<file path="src/rtl/instr_encoder.sv">
// instr_encoder: symbolic request -> 32-bit MIPS machine word, tagged with its
// word address and buffered in a small output FIFO.
// Optional feature macro: INSTR_ENCODER_LI_EN compiles in the `li` pseudo-op
// expansion (IDLE/EXPAND state machine). Without it, op 11 is illegal.
module instr_encoder #(
  parameter int          FIFO_DEPTH = 4,
  parameter logic [31:0] BASE_PC    = 32'h0000_3000
) (
  input  logic        clk,
  input  logic        reset,
  input  logic        req_valid,
  output logic        req_ready,
  input  logic [3:0]  req_op,
  input  logic [4:0]  req_rs,
  input  logic [4:0]  req_rt,
  input  logic [4:0]  req_rd,
  input  logic [4:0]  req_shamt,
  input  logic [31:0] req_imm,
  output logic        out_valid,
  input  logic        out_ready,
  output logic [31:0] out_instr,
  output logic [31:0] out_pc,
  output logic        err_illegal
);

  localparam int AW = (FIFO_DEPTH > 1) ? $clog2(FIFO_DEPTH) : 1;
  localparam int CW = AW + 1;

  localparam logic [3:0] OP_NOP = 4'd0,  OP_ADD = 4'd1,  OP_SUB = 4'd2,
                         OP_SLL = 4'd3,  OP_JR  = 4'd4,  OP_ORI = 4'd5,
                         OP_LW  = 4'd6,  OP_SW  = 4'd7,  OP_BEQ = 4'd8,
                         OP_LUI = 4'd9,  OP_JAL = 4'd10;
`ifdef INSTR_ENCODER_LI_EN
  localparam logic [3:0] OP_LI  = 4'd11;
`endif

  localparam logic [5:0] OPC_ORI = 6'b001101, OPC_LW  = 6'b100011,
                         OPC_SW  = 6'b101011, OPC_BEQ = 6'b000100,
                         OPC_LUI = 6'b001111, OPC_JAL = 6'b000011;

  // FIFO storage and bookkeeping
  logic [31:0]   mem_instr [FIFO_DEPTH];
  logic [31:0]   mem_pc    [FIFO_DEPTH];
  logic [AW-1:0] wr_ptr, rd_ptr;
  logic [CW-1:0] count;
  logic [31:0]   next_pc;

  logic        fifo_free, accept, pop, push;
  logic [31:0] push_word;
  logic [31:0] enc_word;
  logic        enc_legal;

  assign fifo_free = count < CW'(FIFO_DEPTH);
  assign out_valid = count != '0;
  assign pop       = out_valid && out_ready;
  assign accept    = req_valid && req_ready;
  assign out_instr = mem_instr[rd_ptr];
  assign out_pc    = mem_pc[rd_ptr];

`ifdef INSTR_ENCODER_LI_EN
  typedef enum logic {IDLE, EXPAND} state_t;
  state_t      state, state_nx;
  logic        li_two;
  logic [4:0]  li_rt;
  logic [15:0] li_lo;
`endif

  // Field packing for the request currently on the input
  always_comb begin
    enc_word  = '0;
    enc_legal = 1'b1;
`ifdef INSTR_ENCODER_LI_EN
    li_two    = 1'b0;
`endif
    case (req_op)
      OP_NOP: enc_word = '0;
      OP_ADD: enc_word = {6'b0, req_rs, req_rt, req_rd, req_shamt, 6'b100000};
      OP_SUB: enc_word = {6'b0, req_rs, req_rt, req_rd, req_shamt, 6'b100010};
      OP_SLL: enc_word = {6'b0, 5'd0, req_rt, req_rd, req_shamt, 6'b000000};
      OP_JR:  enc_word = {6'b0, req_rs, 15'd0, 6'b001000};
      OP_ORI: enc_word = {OPC_ORI, req_rs, req_rt, req_imm[15:0]};
      OP_LW:  enc_word = {OPC_LW,  req_rs, req_rt, req_imm[15:0]};
      OP_SW:  enc_word = {OPC_SW,  req_rs, req_rt, req_imm[15:0]};
      OP_BEQ: enc_word = {OPC_BEQ, req_rs, req_rt, req_imm[15:0]};
      OP_LUI: enc_word = {OPC_LUI, 5'd0, req_rt, req_imm[15:0]};
      OP_JAL: enc_word = {OPC_JAL, req_imm[25:0]};
`ifdef INSTR_ENCODER_LI_EN
      // Zero upper half -> single ori; otherwise lui first, ori only if low half nonzero
      OP_LI: begin
        if (req_imm[31:16] == 16'd0) begin
          enc_word = {OPC_ORI, 5'd0, req_rt, req_imm[15:0]};
        end else begin
          enc_word = {OPC_LUI, 5'd0, req_rt, req_imm[31:16]};
          li_two   = req_imm[15:0] != 16'd0;
        end
      end
`endif
      default: enc_legal = 1'b0;
    endcase
  end

`ifdef INSTR_ENCODER_LI_EN
  // State register
  always_ff @(posedge clk) begin
    if (!reset) state <= IDLE;
    else        state <= state_nx;
  end

  // Next state: EXPAND holds until the ori word finds a free slot
  always_comb begin
    state_nx = state;
    case (state)
      IDLE:    if (accept && enc_legal && li_two) state_nx = EXPAND;
      EXPAND:  if (fifo_free) state_nx = IDLE;
      default: state_nx = IDLE;
    endcase
  end

  // Outputs: FIFO write select and request acceptance
  always_comb begin
    push      = 1'b0;
    push_word = enc_word;
    case (state)
      IDLE:    push = accept && enc_legal;
      EXPAND: begin
        push      = fifo_free;
        push_word = {OPC_ORI, li_rt, li_rt, li_lo};
      end
      default: push = 1'b0;
    endcase
  end

  assign req_ready = reset && (state == IDLE) && fifo_free;

  // Remember the li target and low half for the second word
  always_ff @(posedge clk) begin
    if (!reset) begin
      li_rt <= '0;
      li_lo <= '0;
    end else if (accept) begin
      li_rt <= req_rt;
      li_lo <= req_imm[15:0];
    end
  end
`else
  logic unused_imm;
  assign unused_imm = ^req_imm[31:26];

  // Only IDLE exists: every accepted legal op writes one word
  always_comb begin
    push      = accept && enc_legal;
    push_word = enc_word;
  end

  assign req_ready = reset && fifo_free;
`endif

  // Illegal-op pulse, one cycle after the accepting edge
  always_ff @(posedge clk) begin
    if (!reset) err_illegal <= 1'b0;
    else        err_illegal <= accept && !enc_legal;
  end

  // FIFO and address counter; storage cleared so the head reads 0 / BASE_PC out of reset
  always_ff @(posedge clk) begin
    if (!reset) begin
      wr_ptr  <= '0;
      rd_ptr  <= '0;
      count   <= '0;
      next_pc <= BASE_PC;
      for (int i = 0; i < FIFO_DEPTH; i++) begin
        mem_instr[i] <= '0;
        mem_pc[i]    <= BASE_PC;
      end
    end else begin
      if (push) begin
        mem_instr[wr_ptr] <= push_word;
        mem_pc[wr_ptr]    <= next_pc;
        wr_ptr            <= wr_ptr + AW'(1);
        next_pc           <= next_pc + 32'd4;
      end
      if (pop) rd_ptr <= rd_ptr + AW'(1);
      count <= count + CW'(push) - CW'(pop);
    end
  end

endmodule

</file>
<file path="config.mk">
export PLATFORM = sky130hd
export DESIGN_NAME = instr_encoder
export DESIGN_NICKNAME = d
export VERILOG_FILES = /design/src/rtl/instr_encoder.sv
export SDC_FILE = /design/constraint.sdc
export NUM_CORES = 1
export LEC_CHECK = 0
export BUFFER_PORTS_ARGS = -buffer_cell sky130_fd_sc_hd__buf_2
export CAP_MARGIN = 10
export CORE_MARGIN = 4
export CORE_UTILIZATION = 45
export DETAILED_ROUTE_END_ITERATION = 8
export PLACE_DENSITY = 0.63
export REMOVE_ABC_BUFFERS = 1
export SYNTH_ARGS = -nofsm -noshare
export SYNTH_HDL_FRONTEND = slang
export SYNTH_SLANG_ARGS = --single-unit
</file>
<file path="constraint.sdc">
create_clock -name clk -period 14.15 [get_ports clk]
set_input_delay 1.415 -clock clk [delete_from_list [all_inputs] [get_ports clk]]
set_output_delay 1.415 -clock clk [all_outputs]
set_load 0.02 [all_outputs]
</file>
==> reports/summary.md, run 1 <==
TritonCTS built the clock tree. The count of pins over their slew limit is 0. Once detail routing completed, the nets flagged for antenna violations numbered 0. The worst slew margin relative to its limit was 21.4%; the global-route wire length before repair was 45800 microns. Of all nets on the critical path, the largest fanout is 38. The signal on the critical path passes through buf_2 -> nand3b_4 -> a21oi_4 -> inv_1 -> buf_4 -> or3_1 -> nand2_2 -> buf_4.

TritonCTS created 31 clock buffers. The run gives 31000 sq um as the area of the die. Synthesis instantiated 58 different standard cells from the library. Kind of end point of the critical path: a register. The beginning of the worst hold path is next_pc[25]. The total half-perimeter wirelength after legalization and detailed placement came out at 17200 microns. The warning count from the yosys run was 0; the count of mapped cells out of synthesis was 932. The share of synthesized registers carrying an async set or reset was 0%; the sink count of the clock tree was 284. The floorplan step set the die width to 176 microns. In this design, the stage delay of the slowest critical-path cell is 0.82 ns. The most common flop cell mapped by yosys is edfxtp_1.

The mapped netlist covers 12700 sq um. The post-detailed-route via-to-cell ratio is 5.63, and the number of gates given a new drive strength after cts is 0. For the number of antenna violations at the first check in global routing, the log shows 0.

Synthesis inferred 284 register bits. Setup violations remaining at the end of the flow were counted as 0. After global routing the overflow that remains totals 0. In the global route stage, overall resource usage came out at 18.8%. STA puts the critical path data arrival time at 5.53 ns. The path with the worst hold slack has its endpoint at next_pc[25].

The detailed router finished its first iteration with 590 violations. Summed over all failing endpoints, the final setup total negative slack is 0 ns. The logs give 1 for the CTS H-tree depth and 5 for the first-pass iteration count of the detailed router.

The core area was 27900 sq um; the floorplan row count was 61. The clock reaches the later pin of the worst-skew pair after 0.54 ns. Critical setup path kind: in -> reg. The logs give 45.7% for the initial cell density of the core and 8020 for the total via count after detailed routing. At the end of routability-driven placement, the weighted congestion stood at 0.781. The share of layout cells above drive strength 1 works out to 23.9%.

The cts-stage hold buffer count was 0; the signed area change from the synthesized netlist to the final layout was 14.2%. Leakage power figure: 5.23 nW. Hold violation total from the final report: 0. Counting flops with a built-in enable in the synthesized netlist gives 244. The pin count of the biggest net entering global routing was 62; the slew of the pin with the lowest slew margin was 1.18 ns.

Once placement finished, the instance area stood at 13600 sq um. For this design, the slowest cell found on the critical path is a21oi_4. For the worst setup path, the data required time is 14.32 ns. The height of the die came out at 176 microns. The run gives 0.0108 ns as the worst clock skew. The clock root buffer is clkbuf_16. The cell area after layout was 14500 sq um.

127 I/O pins were placed. The tools report the highest attainable clock frequency as 187 MHz. Across the run, the number of max-cap violations was 0. The worst setup path is launched from an input port. The DRC violation count after routing was 0; the number of stages on the worst hold path was 2. The portion of the clock cycle consumed by the worst path in the final layout is 37.9%, and the sequential share of the synthesized area is 63.9%. The setup slack of the worst register-to-register path was 9.81 ns.

The number of setup buffers added after CTS came out at 0. Setup repair after global routing left no endpoint under its margin. The worst hold-check path type was reg -> reg. After clock tree synthesis, the clock-pin slew on the worst setup and hold paths is 0.06 ns. The power density of the placed cells is 148 nW/um^2. In this run the critical register-to-register path is launched from count[2].

The worst-case clock buffer depth came out at 3. 0 antenna diodes ended up in the layout. A synthesized cell averages 13.7 sq um.

For the finished layout, the period the worst path requires is 5.36 ns. The aggregate routed wire length was 29400 microns. The worst register-to-register path ends at mem_instr[1][15]. The quantity of I/O buffers inserted on ports came out at 117. For the via count of the first global-routing pass, the log shows 8009.

After the last flow step, the layout net total stands at 1086. The number of cells traversed by the worst register-to-register path works out to 7. Dividing the detail-routed wire length by the instance count gives 20.6 microns.

Maximum vdd drop: 0.112 mV. The cell with the most instances on the worst path was buf_4. The flow ran to the end, and the final reports show no timing, DRC or antenna violations. Final hold analysis gives a worst-case slack of 0.498 ns.
-- worst max-delay path: cells and delay by family --
family | cells | cell delay (ns)
AO/OA/AOI/OAI | 1 | 0.82
buffers and inverters | 4 | 1.52
AND/OR/NAND/NOR | 3 | 1.71
-- cells in the mapped netlist, drive strengths merged, types with 2 or more instances --
cell type  number  share of area [%]
buf            22               0.89
and2           74                3.7
a21o            3               0.18
nand2          38                1.1
or3             3               0.15
o22ai           2              0.098
o311ai          7               0.48
o41ai           9               0.62
o211ai          2               0.12
dfxtp          40                6.3
or4            15               0.91
mux2i           7               0.55
nor2b           9               0.44
inv            18               0.53
and3           25                1.2
a2bb2oi        10               0.69
o21ai           7               0.28
a211oi          2               0.12
nor3            9               0.43
nand3b          2               0.22
nor4            6               0.30
nand4           7               0.39
nor2          144                4.2
nand4b          3               0.21
mux4           61                 11
o31ai          11               0.65
nand2b         13               0.64
clkbuf         52                1.5
xnor2           5               0.34
a22oi          13               0.77
o22a            5               0.34
edfxtp        244                 58
nand3          21               0.83
and4            4               0.29
ha              3               0.30
xor2            2               0.14
a21oi          25               0.98
-- state kept, by name, summed over array words and instances (netlist names), named ones only --
| register | cells |
|---|---|
| mem_instr | 124 |
| count | 3 |
| err_illegal | 1 |
| rd_ptr | 2 |
| next_pc | 30 |
| mem_pc | 120 |
| wr_ptr | 2 |
-- cell families (layout without fill, tap and decap cells) --
group           Yosys count  count (layout)  share of synthesized area (%)
xor+xnor                  7               7                          0.482
flops                   284             284                           63.9
compound gates          100             100                           5.58
other cells               1               3                         0.0295
mux                      68              68                           11.3
buf+inv                  92             204                           2.95
fa+ha+maj                 4               4                          0.452
simple gates            376             376                           15.3
-- metrics by stage --
stage / power [mW] / std cells / utilization (%) / worst slack (ns)
floorplan: 1.31 / 860 / - / 5.92
global placement: 1.45 / 1367 / 48.9 / 8.29
detailed placement: 1.45 / 1367 / 48.9 / 8.26
CTS: 2.18 / 1424 / 52.2 / 8.83
global route: 2.24 / 1424 / 52.2 / 8.55
finish: 2.15 / 1424 / 52.2 / 8.79
-- final cells by class --
class / count / area (sq um)
Inverter: 18 / 67.6
Sequential cell: 284 / 8130
Timing Repair Buffer: 129 / 676
Multi-Input combinational cell: 558 / 4270
Clock inverter: 14 / 63.8
Fill cell: 2411 / 13300
Tap cell: 378 / 473
Clock buffer: 43 / 851
-- placed cells by master, fill, tap and decap left out, types with 9 or more instances in the layout --
cell type	Yosys	final
clkbuf_1	52	9
a21oi_1	25	24
or4_1	14	14
o31ai_1	11	11
and3_1	24	24
a22oi_1	13	13
mux4_2	61	61
buf_2	9	117
buf_4	3	12
a2bb2oi_1	10	10
nor2b_1	9	9
o41ai_1	9	9
nand2_1	38	35
edfxtp_1	244	244
dfxtp_1	40	38
and2_1	71	71
nand3_1	21	21
inv_1	17	17
nand2b_1	13	13
clkbuf_16	0	31
nor2_1	144	144
-- power breakdown --
part           internal (mW)  switching [mW]  total (mW)
Clock                  0.416           0.312       0.728
Sequential             0.956          0.0312       0.987
Combinational          0.179           0.259       0.439
-- per-layer routing --
| layer | vias up | GRT usage (%) | wire length, microns |
|---|---|---|---|
| met2 | 244 | 31.9 | 14400 |
| met4 | 0 | 4.22 | 553 |
| li1 | 3681 | - | - |
| met5 | - | 0 | 0 |
| met3 | 41 | 2.33 | 1560 |
| met1 | 4054 | 26.2 | 12800 |
-- worst max path at each step --
stage                     startpoint               end  slack, ns
after global routing           reset      mem_pc[1][8]       8.55
after floorplan            req_op[0]   mem_instr[3][0]       5.92
after global placement         reset   mem_instr[1][9]       8.29
after CTS                      reset   mem_instr[1][9]       8.83
final                          reset  mem_instr[1][15]       8.79
after detailed placement       reset  mem_instr[1][15]       8.26
No activity file was read; power rests on OpenSTA's default activity.
==> inputs of run 2 (changes only) <==
--- a/config.mk
+++ b/config.mk
@@ -10,7 +10,7 @@
 export CORE_MARGIN = 4
 export CORE_UTILIZATION = 45
 export DETAILED_ROUTE_END_ITERATION = 8
-export PLACE_DENSITY = 0.63
+export PLACE_DENSITY = 0.66
 export REMOVE_ABC_BUFFERS = 1
 export SYNTH_ARGS = -nofsm -noshare
 export SYNTH_HDL_FRONTEND = slang
==> constraint.sdc (replaced) <==
create_clock -name clk -period 4.8 [get_ports clk]
set_input_delay 0.48 -clock clk [delete_from_list [all_inputs] [get_ports clk]]
set_output_delay 0.48 -clock clk [all_outputs]
set_load 0.02 [all_outputs]
==> reports/summary.md, run 2 (synthesis results as in run 1) <==
Post-detailed-route via-to-cell ratio: 5.58 (-0.85%). The run gives 13700 sq um (+0.56%) as the placed cell area. The die width is 176 microns (unchanged). The tools report the floorplan row count as 61 (unchanged). Violation count after the first detailed-routing iteration: 838 (+42%). The worst slew margin relative to its limit is 25.3% (+3.9 points), and the CTS H-tree depth is 1 (unchanged).

The tools report the I/O pin count as 127 (unchanged). The maximum vdd drop is 0.266 mV (+140%). The logs give 0 (unchanged) for the count of pins over their slew limit and 0 (unchanged) for the number of antenna violations at the first check in global routing.

The maximum fanout along the worst path works out to 41 (+7.9%). Dividing the final minimum period by the clock period gives 65.6%. The beginning of the worst hold path is req_imm[4]. The largest registers in the layout are mem_instr: 124 flops, mem_pc: 120 flops, next_pc: 30 flops. The worst-case clock buffer depth was 3 (unchanged); the setup slack after placement was 1.47 ns (-6.79 ns).

The overall routing resource usage was 18.8% (+0.046 points). The largest register by flop count is mem_instr. The DRC violation count after routing is 0 (unchanged). The sum of internal, switching and leakage power is 6.49 mW (+200%). The peak per-stage delay on the critical path was 0.94 ns (+0.12 ns). The first-pass iteration count of the detailed router is 5 (unchanged). TritonCTS built the clock tree.

Cts-stage hold buffer count: 0 (unchanged). The run gives 0 (unchanged) as the number of nets with antenna violations after detailed routing. The power density of the placed cells is 442 nW/um^2 (+200%). In the layout the commonest cells are edfxtp_1, nor2_1, buf_2, and2_1, mux4_2.

Aggregate routed wire length: 29300 microns (-0.17%). For the global route total overflow, the log shows 0 (unchanged). The number of nets in the layout came out at 1097 (+1.0%). The startpoint identified for the worst register-to-register timing path is count[2]. The sink count of the clock tree came out at 284 (unchanged).

The data arrival at the endpoint of the critical path was 2.67 ns (-2.86 ns). Setup repair after global routing left no endpoint under its margin. Critical path buffer and inverter count: 2 (-2). The number of gates given a new drive strength after cts is 0 (unchanged), and the antenna diode count is 0 (unchanged). The logs give 8013 (-0.087%) for the total via count after detailed routing and 1379 (+0.88%) for the number of placed cells counting well taps. The worst clock skew is 0.0220 ns (+0.0112 ns). The slowest cell on the critical path is dfxtp_4. The share of layout cells above drive strength 1 came out at 25.4% (+1.5 points). The core area came out at 27900 sq um (unchanged). Walking the worst path, the cells encountered are buf_4 -> mux4_2 -> buf_2.

For the via count of the first global-routing pass, the log shows 7995 (-0.17%). The kind of cell with the highest combined delay along the critical path is flip-flops. The library cell used most frequently in the layout, excluding fill and tap cells, is edfxtp_1. The flow ran to the end, and the final reports show no timing, DRC or antenna violations. The filler cell count in the final layout is 2387 (-1.0%), and the number of flip-flops in the largest register is 124 (unchanged). The worst hold-check path type was in -> reg. Quantity of I/O buffers inserted on ports: 117 (unchanged).

The cell area after layout was 14700 sq um (+0.95%); the height of the die was 176 microns (unchanged). The pin count of the biggest net entering global routing is 42 (-32%). The hold violation total from the final report is 0 (unchanged), and the time the final worst path needs with I/O delays and setup is 3.15 ns. For the number of setup buffers added after CTS, the log shows 0 (unchanged).

The run gives 45.7% (unchanged) as the initial cell density of the core. The signed area change from the synthesized netlist to the final layout is 15.3%. The worst setup path is launched from a register. The area of the die is 31000 sq um (unchanged).

For the number of CTS-inserted buffers, the log shows 30 (-3.2%). The worst setup path is captured at a primary output. The global-route wire length before repair was 46100 microns (+0.73%); the wire length per cell was 20.4 microns (-0.94%). The clock input transition at the sequential cells of the worst setup and hold paths came out at 0.06 ns (about the same). The tools report the max capacitance violation total as 0 (unchanged).

The number of failing setup endpoints in the final timing report came out at 0 (unchanged). Based on the critical path, the design can be clocked at up to 318 MHz. Slew of the pin with the lowest slew margin: 1.12 ns (-0.0584 ns). The run gives 1435 (+0.77%) as the non-filler instance count after layout. The required time at the endpoint of the critical path is 4.32 ns (-10.00 ns).

The critical path is of the reg -> out type. The run gives 1.65 ns (-7.14 ns) as the slack of the critical path. The run gives 5.33 nW (+1.8%) as the leakage power figure. The run gives 0.55 ns (about the same) as the insertion delay to the later sink of the worst-skew pair.

Clock root buffer: clkbuf_16. The logs give 17800 microns (+4.1%) for the total half-perimeter wirelength after legalization and detailed placement and 0.794 (+1.7%) for the final weighted congestion in routability-driven placement.
-- run 2: area by class of cell --
| cell class | count | area [sq um] | share of cell area (%) |
|---|---|---|---|
| Sequential cell | 284 | 8130 | 55.4 |
| Multi-Input combinational cell | 558 | 4250 | 29.0 |
| Clock buffer | 40 | 841 | 5.73 |
| Timing Repair Buffer | 141 | 766 | 5.22 |
| Tap cell | 378 | 473 | 3.22 |
| Clock inverter | 16 | 135 | 0.921 |
| Inverter | 18 | 67.6 | 0.461 |
-- run 2: worst paths after layout --
check / to / slack [ns] / cells after the start
setup / recovery: out_instr[22] / 1.65 / 3
hold / removal: mem_instr[3][4] / 0.31 / 3
setup reg to reg: count[2] / 2.11 / 11
hold reg to reg: next_pc[25] / 0.50 / 2
-- run 2: per-layer routing --
layer,vias to the layer above,part of all wire [%],global-route usage [%]
met1,4018,43,26.4
met2,251,49,31.8
li1,3705,-,-
met3,39,6.0,2.66
met5,-,0,0
met4,0,1.6,3.61
-- run 2: power breakdown --
| group | switching (mW) | internal, mW | leakage (nW) | total, mW |
|---|---|---|---|---|
| Clock | 0.936 | 1.34 | 0.486 | 2.27 |
| Sequential | 0.158 | 2.82 | 2.84 | 2.98 |
| Combinational | 0.698 | 0.541 | 2.00 | 1.24 |
| Total | 1.79 | 4.70 | 5.33 | 6.49 |
-- run 2: worst register-to-register path, stage by stage, from the launching register on --
cell and delay [ns]:
dfxtp_1 0.39, nand3b_4 0.33, a21oi_2 0.23, inv_1 0.07, buf_4 0.26, ha_1 0.34, inv_1 0.04, ha_1 0.19
fa_1 0.38, xnor2_1 0.17, xnor2_1 0.13, nor2_1 0.05
-- run 2: per-stage QoR --
stage               util [%]  TNS, ns  hold slack [ns]
global placement        49.2        0            0.473
floorplan                  -  -152.00            0.461
detailed placement      49.2        0            0.494
finish                  52.7        0            0.311
CTS                     52.7        0            0.285
global route            52.7        0            0.335
==> inputs of run 3 (changes only) <==
--- a/config.mk
+++ b/config.mk
@@ -10,7 +10,7 @@
 export CORE_MARGIN = 4
 export CORE_UTILIZATION = 45
 export DETAILED_ROUTE_END_ITERATION = 8
-export PLACE_DENSITY = 0.66
+export PLACE_DENSITY = 0.63
 export REMOVE_ABC_BUFFERS = 1
 export SYNTH_ARGS = -nofsm -noshare
 export SYNTH_HDL_FRONTEND = slang
==> constraint.sdc (replaced) <==
create_clock -name clk -period 2.9 [get_ports clk]
set_input_delay 0.29 -clock clk [delete_from_list [all_inputs] [get_ports clk]]
set_output_delay 0.29 -clock clk [all_outputs]
set_load 0.02 [all_outputs]
==> reports/summary.md, run 3 (synthesis results as in run 1) <==
The cell area after layout is 14800 sq um (+1.1%), and the share of layout cells above drive strength 1 is 26.2% (+0.72 points). The non-filler instance count after layout was 1448 (+0.91%). The worst hold path begins at req_imm[4]. The number of antenna violations at the first check in global routing is 2 (+2). The insertion delay to the later sink of the worst-skew pair came out at 0.55 ns (about the same). The post-detailed-route via-to-cell ratio works out to 5.53 (-0.92%).

The part of the power in combinational logic was 20.9% (+1.8 points); the share of power burned in the clock network was 34.0% (-1.0 points). The global routing stage identified its most utilized layer as met2. Worst slew margin relative to its limit: 45.2% (+20 points). The logs give 1110 (+1.2%) for the number of nets in the layout and 0 (unchanged) for the hold violation total from the final report. The flow ran to the end, and the final reports show no timing, DRC or antenna violations. The via count of the first global-routing pass is 8131 (+1.7%). The endpoint identified for the worst register-to-register timing path is next_pc[24]. For the number of failing setup endpoints in the final timing report, the log shows 0 (unchanged).

The antenna diode count was 0 (unchanged). The met2 track demand over resource in global routing was 32.6% (+0.80 points); the peak per-stage delay on the critical path was 0.70 ns (-0.24 ns). The time the final worst path needs with I/O delays and setup came out at 2.55 ns. The logs give 1 (unchanged) for the CTS H-tree depth and 0 (unchanged) for the cts-stage hold buffer count. The met1 global-route usage is 27.9% (+1.5 points). The worst-case clock buffer depth was 3 (unchanged).

The power density of the placed cells was 723 nW/um^2 (+63%). The signed area change from the synthesized netlist to the final layout was 16.6%. Power share of the sequential group: 45.1% (-0.8 points). TritonCTS built the clock tree.

Slew of the pin with the lowest slew margin: 0.818 ns (-0.299 ns). In the final layout, the registers with the most flip-flops are mem_instr: 124 flops, mem_pc: 120 flops, next_pc: 30 flops. For the slack of the critical path, the log shows 0.348 ns (-1.30 ns). For the sink count of the clock tree, the log shows 284 (unchanged). Worst hold-check path type: in -> reg.

The critical path in this run is classified as reg -> out. The tools report the switching power as 2.97 mW (+66%). In this run the critical register-to-register path is launched from next_pc[2]. Kind of start point of the critical path: a register. The logs give 0 (unchanged) for the number of gates given a new drive strength after cts and 45.7% (unchanged) for the initial cell density of the core. For the final weighted congestion in routability-driven placement, the log shows 0.785 (-1.1%).

Clock root buffer: clkbuf_16. The clock input transition at the sequential cells of the worst setup and hold paths is 0.06 ns (about the same), and the number of placed cells counting well taps is 1391 (+0.87%). The category of cells accounting for the largest share of critical-path delay was flip-flops.

The count of pins over their slew limit came out at 0 (unchanged). The total half-perimeter wirelength after legalization and detailed placement is 18300 microns (+2.3%), and the height of the die is 176 microns (unchanged). The run gives 19.5% (+0.66 points) as the overall routing resource usage. The placed cell area came out at 13900 sq um (+1.4%). The switching portion of total power was 27.7% (+0.079 points); the global-route wire length before repair was 47200 microns (+2.5%).

Cell internal power dissipation: 7.75 mW (+65%). The logs give 4 (-1) for the first-pass iteration count of the detailed router and 61 (unchanged) for the floorplan row count. The number of stages on the worst hold path is 3 (unchanged), and the maximum fanout along the worst path is 24 (-41%). The run gives 10.7 mW (+65%) as the sum of internal, switching and leakage power. The logs give 0 (unchanged) for the global route total overflow and 2.46% (-0.19 points) for the met3 demand-to-capacity share in global routing. The core area is 27900 sq um (unchanged). The area of the die was 31000 sq um (unchanged).

The total via count after detailed routing is 8011 (-0.025%). The critical path buffer and inverter count came out at 2 (unchanged). The largest individual stage delay along the critical path comes from the cell dfxtp_4.

The pin count of the biggest net entering global routing was 45 (+7.1%); the setup slack after placement was 0.552 ns (-0.917 ns). Setup repair after global routing left no endpoint under its margin. Walking the worst path, the cells encountered are buf_12 -> mux4_2 -> buf_2. The maximum vdd drop is 0.474 mV (+78%), and the number of setup buffers added after CTS is 0 (unchanged). The sum of negative setup slack was 0 ns (unchanged); the portion of the clock cycle consumed by the worst path in the final layout was 88.0%. The number of CTS-inserted buffers is 31 (+3.3%), and the I/O pin count is 127 (unchanged). The max capacitance violation total was 0 (unchanged). The number of flip-flops in the largest register was 124 (unchanged); the number of nets with antenna violations after detailed routing was 0 (unchanged). The die width came out at 176 microns (unchanged).

Leaving out fill and tap cells, the most frequent cells in the layout are edfxtp_1, nor2_1, buf_2, and2_1, mux4_2. The setup slack of the worst register-to-register path is 0.56 ns (-1.55 ns). The logs give 392 MHz for the highest attainable clock frequency and 30100 microns (+2.5%) for the aggregate routed wire length.

For the DRC violation count after routing, the log shows 0 (unchanged). Largest register by flop count: mem_instr. The violation count after the first detailed-routing iteration is 603 (-28%), and the wire length per cell is 20.8 microns (+1.6%). Kind of end point of the critical path: a primary output. Leaving out fill and tap cells, the most frequent cell in the layout is edfxtp_1.

For hold timing, the worst endpoint is mem_instr[3][4]. The leakage power figure was 5.39 nW (+1.3%); the number of cells traversed by the worst register-to-register path was 5 (-6). Quantity of I/O buffers inserted on ports: 117 (unchanged). The worst clock skew came out at 0.0138 ns (-0.00821 ns). The required time at the endpoint of the critical path came out at 2.61 ns (-1.71 ns).

The data arrival at the endpoint of the critical path came out at 2.26 ns (-0.41 ns).
-- run 3: cell count changes in the layout (fill, tap and decap cells not counted) --
cell	previous run	this run
buf_4	24	28
clkbuf_8	1	6
buf_12	0	8
clkbuf_16	32	31
clkbuf_1	7	10
clkinvlp_4	1	2
bufinv_16	2	0
clkinv_2	9	7
inv_4	1	0
inv_6	1	0
clkinv_1	2	1
-- run 3: cell type report --
type	instances	area, sq um
Inverter	18	67.6
Timing Repair Buffer	153	956
Tap cell	378	473
Multi-Input combinational cell	558	4250
Fill cell	2360	13000
Clock buffer	47	896
Sequential cell	284	8130
Clock inverter	10	53.8
-- run 3: worst reg2reg max path, stage by stage, from the launching register on --
cell	delay (ns)
dfxtp_1	0.49
ha_1	0.25
nand3_1	0.23
or4_1	0.73
o311ai_0	0.37
o41ai_1	0.13
-- run 3: stage by stage --
step	hold WS, ns	utilization (%)
after floorplan	0.362	-
after global placement	0.474	49.8
after detailed placement	0.493	49.8
after CTS	0.111	53.2
after global routing	0.150	53.2
final	0.129	53.2
-- run 3: per-layer routing --
metal | part of all wire (%) | vias up | routed length, microns
li1 | - | 3736 | -
met1 | 44 | 4022 | 13200
met2 | 49 | 216 | 14900
met3 | 4.9 | 37 | 1460
met4 | 1.7 | 0 | 517
met5 | 0 | - | 0
-- run 3: worst max path at each step --
stage | from | endpoint | slack [ns] | depth (start not counted)
6_report | register | out_pc[18] | 0.35 | 3
5_1_grt | register | out_pc[18] | 0.20 | 3
4_1_cts | register | out_pc[18] | 0.27 | 3
3_5_place_dp | req_op[1] | mem_instr[2][15] | 0.55 | 7
3_3_place_gp | req_op[2] | count[2] | 0.57 | 11
2_1_floorplan | count[2] | mem_instr[3][0] | -4.27 | 4
-- run 3: power by group through the flow --
stage | logic, mW | registers, mW | clock network, mW
6_report | 2.24 | 4.84 | 3.64
5_1_grt | 2.40 | 4.88 | 3.90
4_1_cts | 2.28 | 4.85 | 3.72
3_5_place_dp | 2.28 | 4.93 | 0
3_3_place_gp | 2.26 | 4.92 | 0
2_1_floorplan | 1.36 | 5.01 | 0
